<file path="src/rtl/coin_bcd_totalizer_if.sv">
// rtl/coin_bcd_totalizer_if.sv - coin sensor, total and display signal bundle for the totalizer
interface coin_bcd_totalizer_if #(
    parameter int NUM_DIGITS = 8,
    parameter int NUM_COINS  = 5
);
    logic [NUM_COINS-1:0]    coin;
    logic                    clr;
    logic [4*NUM_DIGITS-1:0] total_bcd;
    logic                    busy;
    logic                    credit_pulse;
    logic                    reject_pulse;
    logic                    overflow;
    logic [NUM_COINS-1:0]    LED;
    logic [6:0]              display;
    logic [NUM_DIGITS-1:0]   an;

    modport master (
        output coin, clr,
        input  total_bcd, busy, credit_pulse, reject_pulse, overflow, LED, display, an
    );

    modport slave (
        input  coin, clr,
        output total_bcd, busy, credit_pulse, reject_pulse, overflow, LED, display, an
    );
endinterface

</file>
<file path="src/rtl/coin_bcd_totalizer.sv">
// rtl/coin_bcd_totalizer.sv - coin classifier, digit-serial BCD totalizer and multiplexed 7-segment scan
// Optional build macro COIN_TOTALIZER_LEADING_ZERO_BLANK_EN blanks leading zero digits on the display.
module coin_bcd_totalizer #(
    parameter int                      NUM_DIGITS    = 8,
    parameter int                      NUM_COINS     = 5,
    parameter logic [16*NUM_COINS-1:0] COIN_VALUES   = {16'h0100, 16'h0050, 16'h0020, 16'h0010, 16'h0005},
    parameter int                      SETTLE_CYCLES = 25_000_000,
    parameter int                      SCAN_DIV_BITS = 16
) (
    input logic                 CLK_50,
    input logic                 rst,
    coin_bcd_totalizer_if.slave bus
);
    localparam int DW = $clog2(NUM_DIGITS);
    localparam int CW = $clog2(SETTLE_CYCLES + 1);
    localparam logic [DW-1:0] LAST_DIGIT  = DW'(NUM_DIGITS - 1);
    localparam logic [CW-1:0] SETTLE_LAST = CW'(SETTLE_CYCLES);

    localparam logic [1:0] S_IDLE    = 2'd0;
    localparam logic [1:0] S_COLLECT = 2'd1;
    localparam logic [1:0] S_ADD     = 2'd2;

    logic [NUM_COINS-1:0]    coin_meta;
    logic [NUM_COINS-1:0]    coin_sync;
    logic [NUM_COINS-1:0]    coin_prev;
    logic [NUM_COINS-1:0]    comb;
    logic [1:0]              state;
    logic [CW-1:0]           settle_cnt;
    logic [DW-1:0]           add_idx;
    logic                    carry;
    logic [15:0]             coin_val_q;
    logic [4*NUM_DIGITS-1:0] total_q;
    logic                    overflow_q;
    logic                    credit_q;
    logic                    reject_q;

    logic                    coin_rise;
    logic                    coin_hit;
    logic [15:0]             coin_val;
    logic [3:0]              cur_digit;
    logic [3:0]              val_digit;
    logic [4:0]              digit_sum;
    logic                    carry_out;
    logic [3:0]              wr_digit;

    // Only an all-zero to nonzero step of the synced bus starts a window.
    assign coin_rise = (coin_prev == '0) && (coin_sync != '0);

    // A window is valid only if it accumulated exactly lines [k:0].
    always_comb begin
        coin_hit = 1'b0;
        coin_val = '0;
        for (int k = 0; k < NUM_COINS; k++) begin
            if (comb == NUM_COINS'((64'd1 << (k + 1)) - 64'd1)) begin
                coin_hit = 1'b1;
                coin_val = COIN_VALUES[16*k +: 16];
            end
        end
    end

    always_comb begin
        cur_digit = total_q[4*add_idx +: 4];
        val_digit = '0;
        for (int d = 0; d < 4; d++) begin
            if (d < NUM_DIGITS && add_idx == DW'(d)) begin
                val_digit = coin_val_q[4*d +: 4];
            end
        end
        digit_sum = {1'b0, cur_digit} + {1'b0, val_digit} + {4'b0, carry};
        carry_out = digit_sum > 5'd9;
        wr_digit  = carry_out ? 4'(digit_sum - 5'd10) : digit_sum[3:0];
    end

    always_ff @(posedge CLK_50) begin
        if (rst) begin
            coin_meta  <= '0;
            coin_sync  <= '0;
            coin_prev  <= '0;
            comb       <= '0;
            state      <= S_IDLE;
            settle_cnt <= '0;
            add_idx    <= '0;
            carry      <= 1'b0;
            coin_val_q <= '0;
            total_q    <= '0;
            overflow_q <= 1'b0;
            credit_q   <= 1'b0;
            reject_q   <= 1'b0;
        end else begin
            coin_meta <= bus.coin;
            coin_sync <= coin_meta;
            coin_prev <= coin_sync;
            credit_q  <= 1'b0;
            reject_q  <= 1'b0;
            if (bus.clr) begin
                total_q    <= '0;
                overflow_q <= 1'b0;
                state      <= S_IDLE;
                settle_cnt <= '0;
                add_idx    <= '0;
                carry      <= 1'b0;
            end else begin
                case (state)
                    S_IDLE: begin
                        if (coin_rise) begin
                            state      <= S_COLLECT;
                            comb       <= coin_sync;
                            settle_cnt <= CW'(1);
                        end
                    end
                    S_COLLECT: begin
                        if (settle_cnt == SETTLE_LAST) begin
                            if (coin_hit) begin
                                state      <= S_ADD;
                                coin_val_q <= coin_val;
                                add_idx    <= '0;
                                carry      <= 1'b0;
                            end else begin
                                state    <= S_IDLE;
                                reject_q <= 1'b1;
                            end
                        end else begin
                            comb       <= comb | coin_sync;
                            settle_cnt <= settle_cnt + 1'b1;
                        end
                    end
                    S_ADD: begin
                        total_q[4*add_idx +: 4] <= wr_digit;
                        carry                   <= carry_out;
                        if (add_idx == LAST_DIGIT) begin
                            state    <= S_IDLE;
                            credit_q <= 1'b1;
                            // Carry out of the top digit saturates rather than wrapping.
                            if (carry_out) begin
                                total_q    <= {NUM_DIGITS{4'h9}};
                                overflow_q <= 1'b1;
                            end
                        end else begin
                            add_idx <= add_idx + 1'b1;
                        end
                    end
                    default: state <= S_IDLE;
                endcase
            end
        end
    end

    assign bus.total_bcd    = total_q;
    assign bus.busy         = (state != S_IDLE);
    assign bus.credit_pulse = credit_q;
    assign bus.reject_pulse = reject_q;
    assign bus.overflow     = overflow_q;
    assign bus.LED          = coin_sync;

    function automatic logic [6:0] seg7(input logic [3:0] d);
        case (d)
            4'd0:    seg7 = 7'b1000000;
            4'd1:    seg7 = 7'b1111001;
            4'd2:    seg7 = 7'b0100100;
            4'd3:    seg7 = 7'b0110000;
            4'd4:    seg7 = 7'b0011001;
            4'd5:    seg7 = 7'b0010010;
            4'd6:    seg7 = 7'b0000010;
            4'd7:    seg7 = 7'b1111000;
            4'd8:    seg7 = 7'b0000000;
            4'd9:    seg7 = 7'b0011000;
            default: seg7 = 7'b1111111;
        endcase
    endfunction

    logic [SCAN_DIV_BITS-1:0] presc;
    logic [DW-1:0]            scan_idx;
    logic [DW-1:0]            scan_nxt;
    logic [3:0]               scan_digit;
    logic                     blank;
    logic [6:0]               display_q;
    logic [NUM_DIGITS-1:0]    an_q;

    always_comb begin
        scan_nxt = scan_idx;
        if (&presc) begin
            scan_nxt = (scan_idx == LAST_DIGIT) ? '0 : scan_idx + 1'b1;
        end
        scan_digit = total_q[4*scan_nxt +: 4];
    end

`ifdef COIN_TOTALIZER_LEADING_ZERO_BLANK_EN
    logic [NUM_DIGITS-1:0] lead_zero;
    logic                  zero_run;

    always_comb begin
        lead_zero = '0;
        zero_run  = 1'b1;
        for (int i = NUM_DIGITS - 1; i >= 0; i--) begin
            zero_run     = zero_run && (total_q[4*i +: 4] == 4'd0);
            lead_zero[i] = zero_run;
        end
    end

    // Digit 0 is never blanked so an empty total still reads '0'.
    assign blank = lead_zero[scan_nxt] && (scan_nxt != '0);
`else
    assign blank = 1'b0;
`endif

    always_ff @(posedge CLK_50) begin
        if (rst) begin
            presc     <= '0;
            scan_idx  <= '0;
            an_q      <= ~NUM_DIGITS'(1);
            display_q <= 7'b1000000;
        end else begin
            presc     <= presc + 1'b1;
            scan_idx  <= scan_nxt;
            an_q      <= ~(NUM_DIGITS'(1) << scan_nxt);
            display_q <= blank ? 7'b1111111 : seg7(scan_digit);
        end
    end

    assign bus.display = display_q;
    assign bus.an      = an_q;
endmodule
</file>
<file path="src/flat_wrapper.sv">
// flat-port wrapper written by rule: the top's interface ports become plain ports
module coin_bcd_totalizer_flat 
#(
    parameter int                      NUM_DIGITS    = 8,
    parameter int                      NUM_COINS     = 5,
    parameter logic [16*NUM_COINS-1:0] COIN_VALUES   = {16'h0100, 16'h0050, 16'h0020, 16'h0010, 16'h0005},
    parameter int                      SETTLE_CYCLES = 25_000_000,
    parameter int                      SCAN_DIV_BITS = 16
)
  (CLK_50, rst, bus_coin, bus_clr, bus_total_bcd, bus_busy, bus_credit_pulse, bus_reject_pulse, bus_overflow, bus_LED, bus_display, bus_an);
  coin_bcd_totalizer_if #(.NUM_DIGITS(NUM_DIGITS), .NUM_COINS(NUM_COINS)) bus_i ();
  input logic CLK_50;
  input logic rst;
  input wire logic [$bits(bus_i.coin)-1:0] bus_coin;
  input wire logic [$bits(bus_i.clr)-1:0] bus_clr;
  output wire logic [$bits(bus_i.total_bcd)-1:0] bus_total_bcd;
  output wire logic [$bits(bus_i.busy)-1:0] bus_busy;
  output wire logic [$bits(bus_i.credit_pulse)-1:0] bus_credit_pulse;
  output wire logic [$bits(bus_i.reject_pulse)-1:0] bus_reject_pulse;
  output wire logic [$bits(bus_i.overflow)-1:0] bus_overflow;
  output wire logic [$bits(bus_i.LED)-1:0] bus_LED;
  output wire logic [$bits(bus_i.display)-1:0] bus_display;
  output wire logic [$bits(bus_i.an)-1:0] bus_an;
  assign bus_i.coin = bus_coin;
  assign bus_i.clr = bus_clr;
  assign bus_total_bcd = bus_i.total_bcd;
  assign bus_busy = bus_i.busy;
  assign bus_credit_pulse = bus_i.credit_pulse;
  assign bus_reject_pulse = bus_i.reject_pulse;
  assign bus_overflow = bus_i.overflow;
  assign bus_LED = bus_i.LED;
  assign bus_display = bus_i.display;
  assign bus_an = bus_i.an;
  coin_bcd_totalizer #(.NUM_DIGITS(NUM_DIGITS), .NUM_COINS(NUM_COINS), .COIN_VALUES(COIN_VALUES), .SETTLE_CYCLES(SETTLE_CYCLES), .SCAN_DIV_BITS(SCAN_DIV_BITS)) u_core (.CLK_50(CLK_50), .rst(rst), .bus(bus_i));
endmodule
</file>
<file path="config.mk">
export PLATFORM = sky130hd
export DESIGN_NAME = coin_bcd_totalizer_flat
export DESIGN_NICKNAME = d
export VERILOG_FILES = /design/src/rtl/coin_bcd_totalizer_if.sv /design/src/rtl/coin_bcd_totalizer.sv /design/src/flat_wrapper.sv
export SDC_FILE = /design/constraint.sdc
export NUM_CORES = 1
export LEC_CHECK = 0
export CORE_ASPECT_RATIO = 2
export CORE_UTILIZATION = 30
export CTS_BUF_LIST = sky130_fd_sc_hd__clkbuf_8
export CTS_CLUSTER_SIZE = 10
export DETAILED_ROUTE_END_ITERATION = 10
export PLACE_DENSITY_LB_ADDON = 0.25
export SLEW_MARGIN = 20
export SYNTH_ARGS = -nofsm -noshare
export SYNTH_HDL_FRONTEND = slang
export SYNTH_SLANG_ARGS = --single-unit
</file>
<file path="constraint.sdc">
create_clock -name CLK_50 -period 4.6 [get_ports CLK_50]
set_input_delay 0.69 -clock CLK_50 [delete_from_list [all_inputs] [get_ports CLK_50]]
set_output_delay 0.69 -clock CLK_50 [all_outputs]
set_load 0.05 [all_outputs]
</file>
==> results.md, run 1 <==
* Status: finished clean
* WP data required at 4.94 ns
* Drt drc at 0
* Post-synth EDFFs at 0
* Fraction of registers with async set/reset at 0%
* Final period util at 92.0%
* Setup TNS at 0 ns
* Worst path arrival time at 4.57 ns
* Clock Pin Slew Worst Setup and Hold Paths at 0.07 ns
* GP Congestion at 0.925
* Final Hold Fails at 0
* Peak supply drop at 0.000163 V
* Worst-skew pair later-pin latency at 0.45 ns
* DRT Pass-1 Iters at 5
* First-pass GRT wire length at 27.3 mm
* Vias in the first global route at 5,208
* Total track usage at 17.9%
* Initial antenna violation count at 0
* TritonCTS clock tree: yes
* Total I/O pin count at 64
* Area after DPL at 0.00693 mm^2
* #FFs+latches synth at 125
* Final setup fails at 0
* Netlist cell types at 70
* Yosys top cell by area: dfxtp_1
* Share of layout cells above drive strength 1 at 9.84%
* Die Wd at 102 um
* Synthesis-to-layout area growth at 20.7%
* Finished Core Util at 36.7%
* Port buffer count at 63
* Pwr dens at 273 mW/mm^2
* Die Area at 0.0207 mm^2
* Cell Area, Synth at 0.00602 mm^2
* CTS buffer count at 17
* Slew Viols, Final at 0
* Count leader, synth: dfxtp_1
* HP Class: reg2reg
* Root Buffer: clkbuf_8
* Clock tree buffer depth at 2
* Grt ovf at 0
* Die Y at 202 um
* Slew @ Worst Pin at 0.937 ns
* Vias after detailed routing at 5,088
* Core area at 0.0198 mm^2
* Via density at 5.07
* Synth Warn # at 0
* # diodes at 0
* Synth Instances at 664
* Max-capacitance violation count at 0
* Row cnt at 73
* Leakage at 2.66 nW
* Register area share after synthesis at 41.5%
* DP HPWL at 13.4 mm
* Share of the synthesized area in the top cell type at 41.5%
* RSZ-0062 raised after global routing: no
* Final Instance Area at 0.00727 mm^2
* Syn avg cell area at 9.07 um^2
* Fin nets at 760
* DR iter-0 viols at 207
* CP Class: reg2reg
* Final antenna-violating net count at 0
* Clock skew at 0.0168 ns
* Syn Nets at 694
* Htree depth at 4
* Setup crit start kind: flip-flop
* Hold_ws at 0.438 ns
* Worst Path Max Fanout at 10
* Final Routed Wirelength at 17.4 mm
* TritonCTS Sinks at 125
* Fmax at 0.236 GHz
* Min cycle time layout at 4.23 ns
* Headroom to the max-slew limit at 37.5%
* WL per Instance at 17.4 um
* Postcts setup bufs at 0
* Starting Density at 30.4%
* Primary FF master, synth: dfxtp_1
* CP endpoint kind: flip-flop
* Synth top cells by count: 125 x dfxtp_1, 105 x nor2_1, 46 x nand2_1
* Synth area leaders: dfxtp_1 42%, nor2_1 6.5%, ha_1 4.2%, mux2i_1 3.5%, xor2_1 3.2%
* Largest net degree at the start of global routing at 50
-- path summary, 6_finish.rpt --
check / end / from / slack (ns) / depth (start not counted)
max: u_core.bus.total_bcd[0]$_SDFFE_PP0P_ / u_core.add_idx[1]$_SDFFE_PP0P_ / 0.37 / 17
min: u_core.bus.LED[1]$_SDFF_PP0_ / u_core.coin_meta[1]$_SDFF_PP0_ / 0.44 / 1
max reg2reg: u_core.bus.total_bcd[0]$_SDFFE_PP0P_ / u_core.add_idx[1]$_SDFFE_PP0P_ / 0.37 / 17
min reg2reg: u_core.bus.LED[1]$_SDFF_PP0_ / u_core.coin_meta[1]$_SDFF_PP0_ / 0.44 / 1
-- placed cells by master (no fill, tap or decap), drive strengths merged, types with 7 or more instances in the layout --
cell	count
dfxtp	125
xnor2	15
a21o	8
and3	8
mux4	8
a221oi	11
nor2	106
inv	29
nand3	15
nor2b	25
clkbuf	20
ha	20
nand2	47
buf	10
o21ai	25
mux2i	22
nand4	14
clkdlybuf4s50	62
xor2	22
a22oi	17
nor3	13
a21oi	34
or3	7
-- timing repair --
item                                    CTS  global route
resized for setup                         0             5
hold buffers                              0             0
endpoints found under the setup margin    0            20
-- critical path, stage by stage, from the launching register on --
cell	delay, ns
dfxtp_1	0.56
inv_1	0.16
ha_1	0.26
o21ai_0	0.24
a21oi_1	0.11
o21ai_0	0.12
fa_1	0.26
inv_1	0.06
fa_1	0.40
xnor2_1	0.18
ha_1	0.23
a21oi_1	0.17
a221oi_1	0.12
o21ai_2	0.29
a21o_1	0.36
o21ai_1	0.18
nor2b_1	0.19
a311oi_1	0.25
-- routing by layer --
metal / vias to the layer above / GRT usage, % / routed length, um
met5: - / 0 / 0
met4: 0 / 14.4 / 1250
met3: 60 / 2.90 / 500
met2: 141 / 33.2 / 9740
met1: 2408 / 16.4 / 5930
li1: 2479 / - / -
-- logic make-up after synthesis --
group	count (synthesis)	share of synthesized area, %
xor gates and xnor gates	37	5.38
buffers and inverters	50	3.53
muxes	35	7.77
DFF	125	41.5
and+or+nand+nor	267	22.5
AOI/OAI and AO/OA	128	14.5
adders and majority gates	22	4.82
-- stage by stage --
| stage | total power, mW | setup WS (ns) | std cells |
|---|---|---|---|
| 2_1_floorplan | 1.17 | 0.321 | 664 |
| 3_3_place_gp | 1.19 | 0.407 | 973 |
| 3_5_place_dp | 1.19 | 0.264 | 973 |
| 4_1_cts | 2.02 | 0.237 | 1004 |
| 5_1_grt | 2.07 | 0.0227 | 1004 |
| 6_report | 1.98 | 0.369 | 1004 |
-- where the power goes --
group          internal, mW  switching (mW)
Clock                 0.398           0.418
Sequential             1.09         0.00768
Combinational        0.0236          0.0450
-- cell type report --
cell class,count,area (um^2)
Timing Repair Buffer,72,693
Inverter,25,93.8
Clock inverter,11,55.1
Tap cell,262,328
Multi-Input combinational cell,489,3320
Fill cell,2074,12500
Clock buffer,20,275
Sequential cell,125,2500
-- state kept, by name, summed over array words and instances (netlist names), 2 cells and up --
name                  count
u_core.bus.total_bcd     32
u_core.settle_cnt        25
u_core.coin_val_q         5
u_core.comb               5
u_core.bus.LED            5
u_core.bus.an             8
u_core.state              2
u_core.coin_meta          5
u_core.coin_prev          5
u_core.bus.display        7
u_core.presc             16
u_core.add_idx            3
u_core.scan_idx           3
(Power assumes the default switching activity.)
==> run 2: changes to the inputs <==
CORE_UTILIZATION = 48   (was 30)
CTS_CLUSTER_SIZE = 30   (was 10)
==> run 2 against run 1 <==
Sequential power barely moved. Register-to-register slack got worse by 0.08 ns. Power up 7.0%. Largest power group unchanged. Maximum frequency shrank 1.8%. Highest routed layer unchanged. Critical endpoint unchanged. Sequential share of layout area rose by 0.47 points.
==> results.md, run 2 (same netlist as run 1, synthesis figures left out) <==
* Status: finished clean (unchanged)
* Pint at 1.61 mW (was 1.51 mW)
* Starting Density at 49.4% (was 30.4%)
* Setup TNS at 0 ns (unchanged)
* Clock tree buffer depth at 2 (unchanged)
* First-pass GRT wire length at 26.2 mm (was 27.3 mm)
* Clock power share at 45.2% (was 41.1%)
* Port buffer count at 63 (unchanged)
* Vias in the first global route at 5,271 (was 5,208)
* Reg2reg end: u_core.bus.total_bcd[0]$_SDFFE_PP0P_ (unchanged)
* CP delay by family, top: compound AO/OA/AOI/OAI gates (unchanged)
* WP data required at 4.93 ns (was 4.94 ns)
* Commonest non-fill, non-tap cells in the layout: 124 x dfxtp_1, 104 x nor2_1, 62 x clkdlybuf4s50_1 (was 125 x dfxtp_1, 104 x nor2_1, 62 x clkdlybuf4s50_1)
* Peak supply drop at 0.000218 V (was 0.000163 V)
* CTS buffer count at 17 (unchanged)
* Worst hold stages at 1 (unchanged)
* Final setup fails at 0 (unchanged)
* Worst Path Max Fanout at 10 (unchanged)
* Total track usage at 26.6% (was 17.9%)
* Die Y at 160 um (was 202 um)
* Most common cell after layout, fill and taps aside: dfxtp_1 (unchanged)
* DP Worst Slack at 0.177 ns (was 0.264 ns)
* Root Buffer: clkbuf_8 (unchanged)
* Fin nets at 758 (was 760)
* Row cnt at 57 (was 73)
* Setup crit start kind: flip-flop (unchanged)
* Worst-skew pair later-pin latency at 0.44 ns (was 0.45 ns)
* TritonCTS clock tree: yes (unchanged)
* Share of layout cells above drive strength 1 at 10.4% (was 9.84%)
* DP HPWL at 12.3 mm (was 13.4 mm)
* Area after DPL at 0.00677 mm^2 (was 0.00693 mm^2)
* Sw frac at 24.3% (was 23.7%)
* Core area at 0.0122 mm^2 (was 0.0198 mm^2)
* Final period util at 93.7% (was 92.0%)
* DRT Pass-1 Iters at 5 (unchanged)
* Total I/O pin count at 64 (unchanged)
* # diodes at 0 (unchanged)
* Min cycle time layout at 4.31 ns (was 4.23 ns)
* TritonCTS Sinks at 125 (unchanged)
* Max-capacitance violation count at 0 (unchanged)
* NetSw at 516 uW (was 471 uW)
* Max FFs per register at 32 (unchanged)
* Path depth of the worst reg2reg path at 17 (unchanged)
* Htree depth at 4 (unchanged)
* Final Hold Fails at 0 (unchanged)
* Headroom to the max-slew limit at 25.9% (was 37.5%)
* Clock skew at 0.0122 ns (was 0.0168 ns)
* Pwr dens at 296 mW/mm^2 (was 273 mW/mm^2)
* CP endpoint kind: flip-flop (unchanged)
* Hold path startpoint: u_core.coin_meta[2]$_SDFF_PP0_ (was u_core.coin_meta[1]$_SDFF_PP0_)
* Slew @ Worst Pin at 1.11 ns (was 0.937 ns)
* Final antenna-violating net count at 0 (unchanged)
* Final Instance Area at 0.00718 mm^2 (was 0.00727 mm^2)
* Power share of the combinational group at 3.0% (was 3.5%)
* Seq pwr share at 51.7% (was 55.4%)
* CP max stage cell: fa_1 (was dfxtp_1)
* Final Routed Wirelength at 16.6 mm (was 17.4 mm)
* Slowest stage delay, CP at 0.41 ns (was 0.56 ns)
* Synthesis-to-layout area growth at 19.1% (was 20.7%)
* WL per Instance at 18.7 um (was 17.4 um)
* HP Class: reg2reg (unchanged)
* RSZ-0062 raised after global routing: no (unchanged)
* Die Wd at 81.2 um (was 102 um)
* Min setup slack post-route at 0.292 ns (was 0.369 ns)
* Postcts setup bufs at 0 (unchanged)
* GP Congestion at 0.975 (was 0.925)
* Post-cts resize count at 0 (unchanged)
* Number of buffers and inverters on the critical path at 2 (unchanged)
* Layout fillers at 1,069 (was 2,074)
* Grt ovf at 0 (unchanged)
* Worst path arrival time at 4.64 ns (was 4.57 ns)
* Drt drc at 0 (unchanged)
* Fmax at 0.232 GHz (was 0.236 GHz)
* Initial antenna violation count at 0 (unchanged)
* Via density at 5.89 (was 5.07)
* FF-to-FF Start: u_core.add_idx[0]$_SDFFE_PP0P_ (was u_core.add_idx[1]$_SDFFE_PP0P_)
* Worst Hold End: u_core.bus.LED[2]$_SDFF_PP0_ (was u_core.bus.LED[1]$_SDFF_PP0_)
* CP Class: reg2reg (unchanged)
* Vias after detailed routing at 5,220 (was 5,088)
* Largest net degree at the start of global routing at 33 (was 50)
* Die Area at 0.0130 mm^2 (was 0.0207 mm^2)
* DR iter-0 viols at 342 (was 207)
* Hold Buf Count CTS at 0 (unchanged)
* Clock Pin Slew Worst Setup and Hold Paths at 0.08 ns (was 0.07 ns)
* Worst-path cell chain: buf_4, ha_1, nor3b_1, a21oi_1, o21ai_0, fa_1, inv_1, fa_1, xnor2_1, ha_1, a21oi_1, a221oi_1, o21ai_2, a21o_1, o21ai_1, nor2b_1, a311oi_1 (was inv_1, ha_1, o21ai_0, a21oi_1, o21ai_0, fa_1, inv_1, fa_1, xnor2_1, ha_1, a21oi_1, a221oi_1, o21ai_2, a21o_1, o21ai_1, nor2b_1, a311oi_1)
* Slew Viols, Final at 0 (unchanged)
* Leakage at 2.66 nW (about the same)
* Flop2flop setup slack at 0.29 ns (was 0.37 ns)
==> run 2: cell types whose count changed in the layout (fill, tap and decap cells not counted), moves of 2 or more <==
cell / previous run / this run
clkbuf_8: 20 / 18
clkinv_2: 5 / 3
inv_1: 28 / 24
bufinv_16: 0 / 2
buf_4: 9 / 7
clkinv_4: 0 / 4
inv_6: 0 / 2
==> run 2: area by class of cell <==
cell class	count	area, um^2	share of cell area (%)
flip-flops and latches	125	2500	34.9
repair buffers	70	678	9.45
inverters	25	93.8	1.31
well taps	147	184	2.56
clock inverters	13	143	1.99
clock buffers	18	248	3.45
multi-input cells	489	3330	46.4
==> run 2: power groups by stage <==
stage / Clock [mW] / Sequential [mW] / Combinational (mW)
floorplan: 0 / 1.13 / 0.0406
global placement: 0 / 1.12 / 0.0641
detailed placement: 0 / 1.12 / 0.0649
CTS: 0.970 / 1.10 / 0.0653
global route: 1.02 / 1.10 / 0.0710
finish: 0.961 / 1.10 / 0.0647
==> run 2: worst register-to-register path, stage by stage (launching register included) <==
cell and delay [ns]:
dfxtp_1 0.39, buf_4 0.23, ha_1 0.25, nor3b_1 0.21
a21oi_1 0.06, o21ai_0 0.22, fa_1 0.26, inv_1 0.07
fa_1 0.41, xnor2_1 0.20, ha_1 0.25, a21oi_1 0.19
a221oi_1 0.12, o21ai_2 0.34, a21o_1 0.38, o21ai_1 0.18
nor2b_1 0.23, a311oi_1 0.23
==> run 2: worst max path at each step <==
| stage | cells after the start | from | end |
|---|---|---|---|
| 3_5_place_dp | 17 | u_core.add_idx[1]$_SDFFE_PP0P_ | u_core.bus.total_bcd[0]$_SDFFE_PP0P_ |
| 6_report | 17 | u_core.add_idx[0]$_SDFFE_PP0P_ | u_core.bus.total_bcd[0]$_SDFFE_PP0P_ |
| 2_1_floorplan | 19 | u_core.add_idx[0]$_SDFFE_PP0P_ | u_core.bus.total_bcd[0]$_SDFFE_PP0P_ |
| 4_1_cts | 17 | u_core.add_idx[1]$_SDFFE_PP0P_ | u_core.bus.total_bcd[0]$_SDFFE_PP0P_ |
| 5_1_grt | 17 | u_core.add_idx[0]$_SDFFE_PP0P_ | u_core.bus.total_bcd[0]$_SDFFE_PP0P_ |
| 3_3_place_gp | 17 | u_core.add_idx[1]$_SDFFE_PP0P_ | u_core.bus.total_bcd[0]$_SDFFE_PP0P_ |
==> run 2: per-stage QoR <==
step	utilization [%]	hold WS, ns	cells	power (mW)
floorplan	-	0.414	664	1.17
global placement	55.5	0.421	856	1.19
detailed placement	55.5	0.429	856	1.19
CTS	58.7	0.446	887	2.13
global route	58.8	0.456	887	2.19
finish	58.8	0.443	887	2.12
==> run 2: metal layers <==
metal | vias to the layer above | global-route usage [%] | routed length [um]
met2 | 192 | 46.6 | 8690
met5 | - | 0 | 0
met3 | 64 | 4.77 | 690
met4 | 0 | 18.8 | 1170
li1 | 2477 | - | -
met1 | 2487 | 27.4 | 6030
